--- config.mk ---
export PLATFORM = sky130hd
export DESIGN_NAME = llr_cneg_pipe
export DESIGN_NICKNAME = d
export VERILOG_FILES = /design/src/rtl/llr_pkg.sv /design/src/rtl/llr_lane_neg.sv /design/src/rtl/llr_cneg_pipe.sv
export SDC_FILE = /design/constraint.sdc
export NUM_CORES = 1
export LEC_CHECK = 0
export ABC_AREA = 1
export CAP_MARGIN = 20
export CORE_AREA = 2 2 104 106
export DETAILED_ROUTE_END_ITERATION = 8
export DIE_AREA = 0 0 106 108
export PLACE_DENSITY = 0.69
export SLEW_MARGIN = 10
export SYNTH_ARGS = -nofsm -noshare
export SYNTH_HDL_FRONTEND = slang
export SYNTH_SLANG_ARGS = --single-unit
--- constraint.sdc ---
create_clock -name clk -period 2.2 [get_ports clk]
set_clock_uncertainty 0.15 [all_clocks]
set_input_delay 0.55 -clock clk [delete_from_list [all_inputs] [get_ports clk]]
set_output_delay 0.55 -clock clk [all_outputs]
set_load 0.01 [all_outputs]
--- src/rtl/llr_pkg.sv ---
// Shared definitions for the LLR sign-conversion datapath.
//
// Contents:
//   MODE_*   - runtime conversion mode encodings carried with every beat
//   llr_min  - most-negative two's-complement value of a given width,
//              returned zero-extended in 64 bits (callers slice [W-1:0])
package llr_pkg;

    localparam logic [1:0] MODE_CNEG  = 2'd0;  // negate lanes selected by cneg
    localparam logic [1:0] MODE_ABS   = 2'd1;  // absolute value
    localparam logic [1:0] MODE_TC2SM = 2'd2;  // two's-complement -> sign-magnitude
    localparam logic [1:0] MODE_SM2TC = 2'd3;  // sign-magnitude -> two's-complement

    // -2^(w-1) as a w-bit pattern: only the top bit set.
    function automatic logic [63:0] llr_min(input int w);
        return 64'd1 << (w - 1);
    endfunction

endpackage

--- src/rtl/llr_lane_neg.sv ---
// Combinational per-lane negate / saturate / format stage.
//
// Ports:
//   a    in  W  registered lane value from S1
//   mode in  2  conversion mode of the beat
//   neg  in  1  negate decision made in S1
//   r    out W  converted lane value
//   ovf  out 1  the negated operand was -2^(W-1)
module llr_lane_neg
    import llr_pkg::*;
#(
    parameter int W   = 8,
    parameter bit SAT = 1'b1
) (
    input  logic [W-1:0] a,
    input  logic [1:0]   mode,
    input  logic         neg,
    output logic [W-1:0] r,
    output logic         ovf
);

    localparam logic [63:0]  MIN64 = llr_min(W);
    localparam logic [W-1:0] VMIN  = MIN64[W-1:0];
    localparam logic [W-1:0] VMAX  = ~VMIN;

    logic [W-1:0] v;
    logic [W-1:0] negv;
    logic [W-1:0] sel;

    always_comb begin
        // SM2TC works on the zero-extended magnitude, so its operand can
        // never be VMIN and it never raises ovf.
        v    = (mode == MODE_SM2TC) ? {1'b0, a[W-2:0]} : a;
        negv = -v;
        ovf  = neg && (v == VMIN);

        if (!neg)
            sel = v;
        else if (ovf)
            sel = SAT ? VMAX : VMIN;
        else
            sel = negv;

        // TC2SM: sign bit is the original sign, magnitude field is the low
        // bits of |a| (all-ones when saturating, zero when wrapping VMIN).
        r = (mode == MODE_TC2SM) ? {neg, sel[W-2:0]} : sel;
    end

endmodule

--- src/rtl/llr_cneg_pipe.sv ---
// Multi-lane conditional-negate / sign-conversion unit, 2-stage
// valid/ready pipeline (S1 captures operands and negate decision, S2
// holds converted lanes and drives the outputs).
//
// Ports:
//   clk, rst            clock, synchronous active-high reset
//   in_valid/in_ready   input handshake; in_ready is combinational
//   in_data  [N*W]      lane i at [i*W +: W]
//   in_cneg  [N]        per-lane negate control (CNEG mode only)
//   in_mode  [2]        conversion mode, travels with the beat
//   out_valid/out_ready output handshake
//   out_data [N*W]      converted lanes, same packing as in_data
//   out_ovf  [N]        lane was -2^(W-1) and got negated
//   cnt_clr             synchronous clear of ovf_cnt (wins over increment)
//   ovf_cnt  [CW]       saturating count of accepted beats with any ovf
module llr_cneg_pipe
    import llr_pkg::*;
#(
    parameter int W   = 8,
    parameter int N   = 4,
    parameter bit SAT = 1'b1,
    parameter int CW  = 16
) (
    input  logic           clk,
    input  logic           rst,
    input  logic           in_valid,
    output logic           in_ready,
    input  logic [N*W-1:0] in_data,
    input  logic [N-1:0]   in_cneg,
    input  logic [1:0]     in_mode,
    output logic           out_valid,
    input  logic           out_ready,
    output logic [N*W-1:0] out_data,
    output logic [N-1:0]   out_ovf,
    input  logic           cnt_clr,
    output logic [CW-1:0]  ovf_cnt
);

    typedef struct packed {
        logic [N-1:0][W-1:0] a;
        logic [1:0]          mode;
        logic [N-1:0]        neg;
    } s1_t;

    typedef struct packed {
        logic [N-1:0][W-1:0] r;
        logic [N-1:0]        ovf;
    } s2_t;

    // vld_pipe[1] = S1 valid, vld_pipe[2] = S2 valid
    logic [2:1] vld_pipe;
    logic       s1_adv;
    logic       s2_adv;

    logic [N-1:0][W-1:0] in_lane;
    logic [N-1:0]        neg_d;
    s1_t                 s1_d, s1_q;
    s2_t                 s2_d, s2_q;

    // A stage may load when it is empty or its contents move on this cycle.
    assign s2_adv   = !vld_pipe[2] || out_ready;
    assign s1_adv   = !vld_pipe[1] || s2_adv;
    assign in_ready = s1_adv;

    assign in_lane = in_data;

    // S1 negate decision per lane
    for (genvar i = 0; i < N; i++) begin : g_neg
        assign neg_d[i] = (in_mode == MODE_CNEG) ? in_cneg[i] : in_lane[i][W-1];
    end

    always_comb begin
        s1_d      = '0;
        s1_d.a    = in_lane;
        s1_d.mode = in_mode;
        s1_d.neg  = neg_d;
    end

    // S2 lane converters
    for (genvar i = 0; i < N; i++) begin : g_lane
        llr_lane_neg #(
            .W   (W),
            .SAT (SAT)
        ) u_lane (
            .a    (s1_q.a[i]),
            .mode (s1_q.mode),
            .neg  (s1_q.neg[i]),
            .r    (s2_d.r[i]),
            .ovf  (s2_d.ovf[i])
        );
    end

    always_ff @(posedge clk) begin
        if (rst) begin
            vld_pipe <= '0;
            s1_q     <= '0;
            s2_q     <= '0;
        end else begin
            if (s1_adv) begin
                vld_pipe[1] <= in_valid;
                if (in_valid)
                    s1_q <= s1_d;
            end
            if (s2_adv) begin
                vld_pipe[2] <= vld_pipe[1];
                if (vld_pipe[1])
                    s2_q <= s2_d;
            end
        end
    end

    assign out_valid = vld_pipe[2];
    assign out_data  = s2_q.r;
    assign out_ovf   = s2_q.ovf;

    // Overflow event counter: one count per accepted beat, saturating.
    always_ff @(posedge clk) begin
        if (rst || cnt_clr)
            ovf_cnt <= '0;
        else if (out_valid && out_ready && (|out_ovf) && (ovf_cnt != {CW{1'b1}}))
            ovf_cnt <= ovf_cnt + CW'(1);
    end

endmodule

==> flow_summary.toml <==
[run_status]
status = "finished, final reports clean"

[sta]
fin_crit_ns = 2.13
rsz0062_at_grt = "no"
slew_headroom = 0.599
worst_slew_pin_slew_ns = 0.599
holdWs_ns = 0.335
setup_slack_ns = 0.0718
slew_viol_final = 0
fin_crit_sh = 0.967
timing.fmax_mhz = 470
hold_violations = 0
setup_violations = 0

[routing]
wl_per_cell_um = 13.0
drtIter0Drc = 141
via_count = 4301
antenna_left = 0
avgViaCountPerCell = 5.00
dr.pass1.iters = 4
routed_wirelength_mm = 11.2
drc = 0

[clocking]
h-tree-depth = 3
cts_tree = "done"
cts_made_buffers = 9
cts.sinks = 92
cts_buffer_depth = 2
clk-insertion-delay-late_ns = 0.35
postCtsHoldBufs = 0
path_clk_slew_ns = 0.10
cts_root_buffer = "clkbuf_8"

[global_routing]
grt_pass1_wl_mm = 18.9
grt_pass1_vias = 4127
grt_overflow = 0
antenna_found_initial = 0
grtUsageTotal = 0.202
grt_max_degree = 59

[critical_path]
path_class = "flop to primary output"
required_ns = 1.50
crit_buf_inv = 1
crit_family = "buffers and inverters"
slowest_delay_ns = 0.59
cp_cell_sequence = "clkdlybuf4s50_1"
cp.arrival_ns = 1.43
cp-start-kind = "flop"
cpMaxStageDelayCell = "clkdlybuf4s50_1"
critPathMaxFanout = 7
end_kind = "primary output"

[finish]
area_delta_synth_final_pct = 33.2
most-common-layout-cells = "nand2_1, clkdlybuf4s50_1, dfxtp_1"
n_antenna_cell = 0
multi_input_area_um2 = 2150
drive_above_1_share = 0.0773
instances_no_fill = 860
seq_area_um2 = 1840
nFillCells = 977
final_nets = 767
fin_area_um2 = 5760
layout_commonest_cell = "nand2_1"

[yosys]
synth_area_um2 = 4320
yosysSeqAreaShare = 0.426
postSynthAreaPerCell_um2 = 7.03
yosys_warnings = 0
synth_cell_type_count = 24
synth_top_area_frac = 0.426
yosys-top-cells-area = "dfxtp_1, o21ai_0, nand2_1"
synth_area_leader_cell = "dfxtp_1"
ys_seq_elements = 92
netlist_instances = 615
syn-num-nets = 663

[floorplan]
die_w_um = 106
design.die.area_um2 = 11400
initial_core_util = 0.423
core_area_um2 = 10200
row_count = 37
ioPinCount = 97
die_height_um = 108

[placed_design]
pre_cts_ws_ns = -0.201
io_buffers = 96
place_inst = 844
dp_hpwl_mm = 8.21
place_area_um2 = 5560
place_congestion = 0.876

[pwr]
power_density_nw_per_um2 = 634
p_leak_uw = 0.00223
vdd_drop_max_mv = 0.375

[hold_path]
min_path_type = "flop to flop"

[flow_run]
cap_violations = 0
## registers in the layout (all words and copies together), names as in the netlist
register	count
vld_pipe	2
out_data	32
s1_q	38
ovf_cnt	16
out_ovf	4
## power by group
part	total, uW	switching, uW	internal (uW)
Combinational	630	324	305
Sequential	1840	77.9	1770
Clock	1180	587	590
Total	3650	989	2660
## final timing paths
kind | end | cells past startpoint | from | slack (ns)
hold / removal | s1_q[5] | 2 | s1_q[5] | 0.34
hold reg to reg | s1_q[5] | 2 | s1_q[5] | 0.34
setup / recovery | ovf_cnt[2] | 1 | ovf_cnt[2] | 0.07
setup reg to reg | ovf_cnt[8] | 8 | ovf_cnt[1] | 0.35
## per-stage QoR
stage	setup TNS (ns)	power, uW	utilization
floorplan	0	2210	-
global placement	-0.192	2500	0.543
detailed placement	-0.592	2510	0.543
CTS	0	3670	0.563
global route	0	3840	0.563
finish	0	3650	0.563
## repair_timing
item                       4_1_cts  5_1_grt
resized for setup                1        0
hold endpoints to repair         0        0
setup endpoints to repair        1        0
setup buffers                    0        0
## layer usage
layer  GRT usage  vias to the layer above  share of wire
met3      0.0325                        7          0.053
li1            -                     2226              -
met1       0.263                     1960           0.47
met4      0.0667                        0         0.0066
met5           0                        -              0
met2       0.344                      108           0.47
## area by class of cell
| cell class | count | share of cell area |
|---|---|---|
| Inverter | 59 | 0.0385 |
| Multi-Input combinational cell | 439 | 0.373 |
| Sequential cell | 92 | 0.320 |
| Clock inverter | 3 | 0.00782 |
| Tap cell | 136 | 0.0295 |
| Timing Repair Buffer | 118 | 0.204 |
| Clock buffer | 13 | 0.0276 |
## synthesized netlist by cell type
library cell and count:
nand3_1 29, nand2_1 111, o21ai_2 1, nand2_2 5, o211ai_1 5, clkbuf_1 19
nor2_1 85, inv_1 57, a21oi_2 10, a21oi_1 61, nor3_1 1, or2_2 1
xor2_1 13, buf_6 2, o21ai_0 88, ha_1 5, nor2_4 2, buf_2 4
clkinv_1 1, a31oi_1 12, inv_2 1, dfxtp_1 92, nand4_1 7, xnor2_1 3
## kinds of logic after synthesis
logic type,synth area share
DFF,0.426
and+or+nand+nor,0.229
AOI/OAI and AO/OA,0.221
buffers and inverters,0.0775
xor gates and xnor gates,0.0324
adders and majority gates,0.0145
Power figures use the tool's default switching activity.
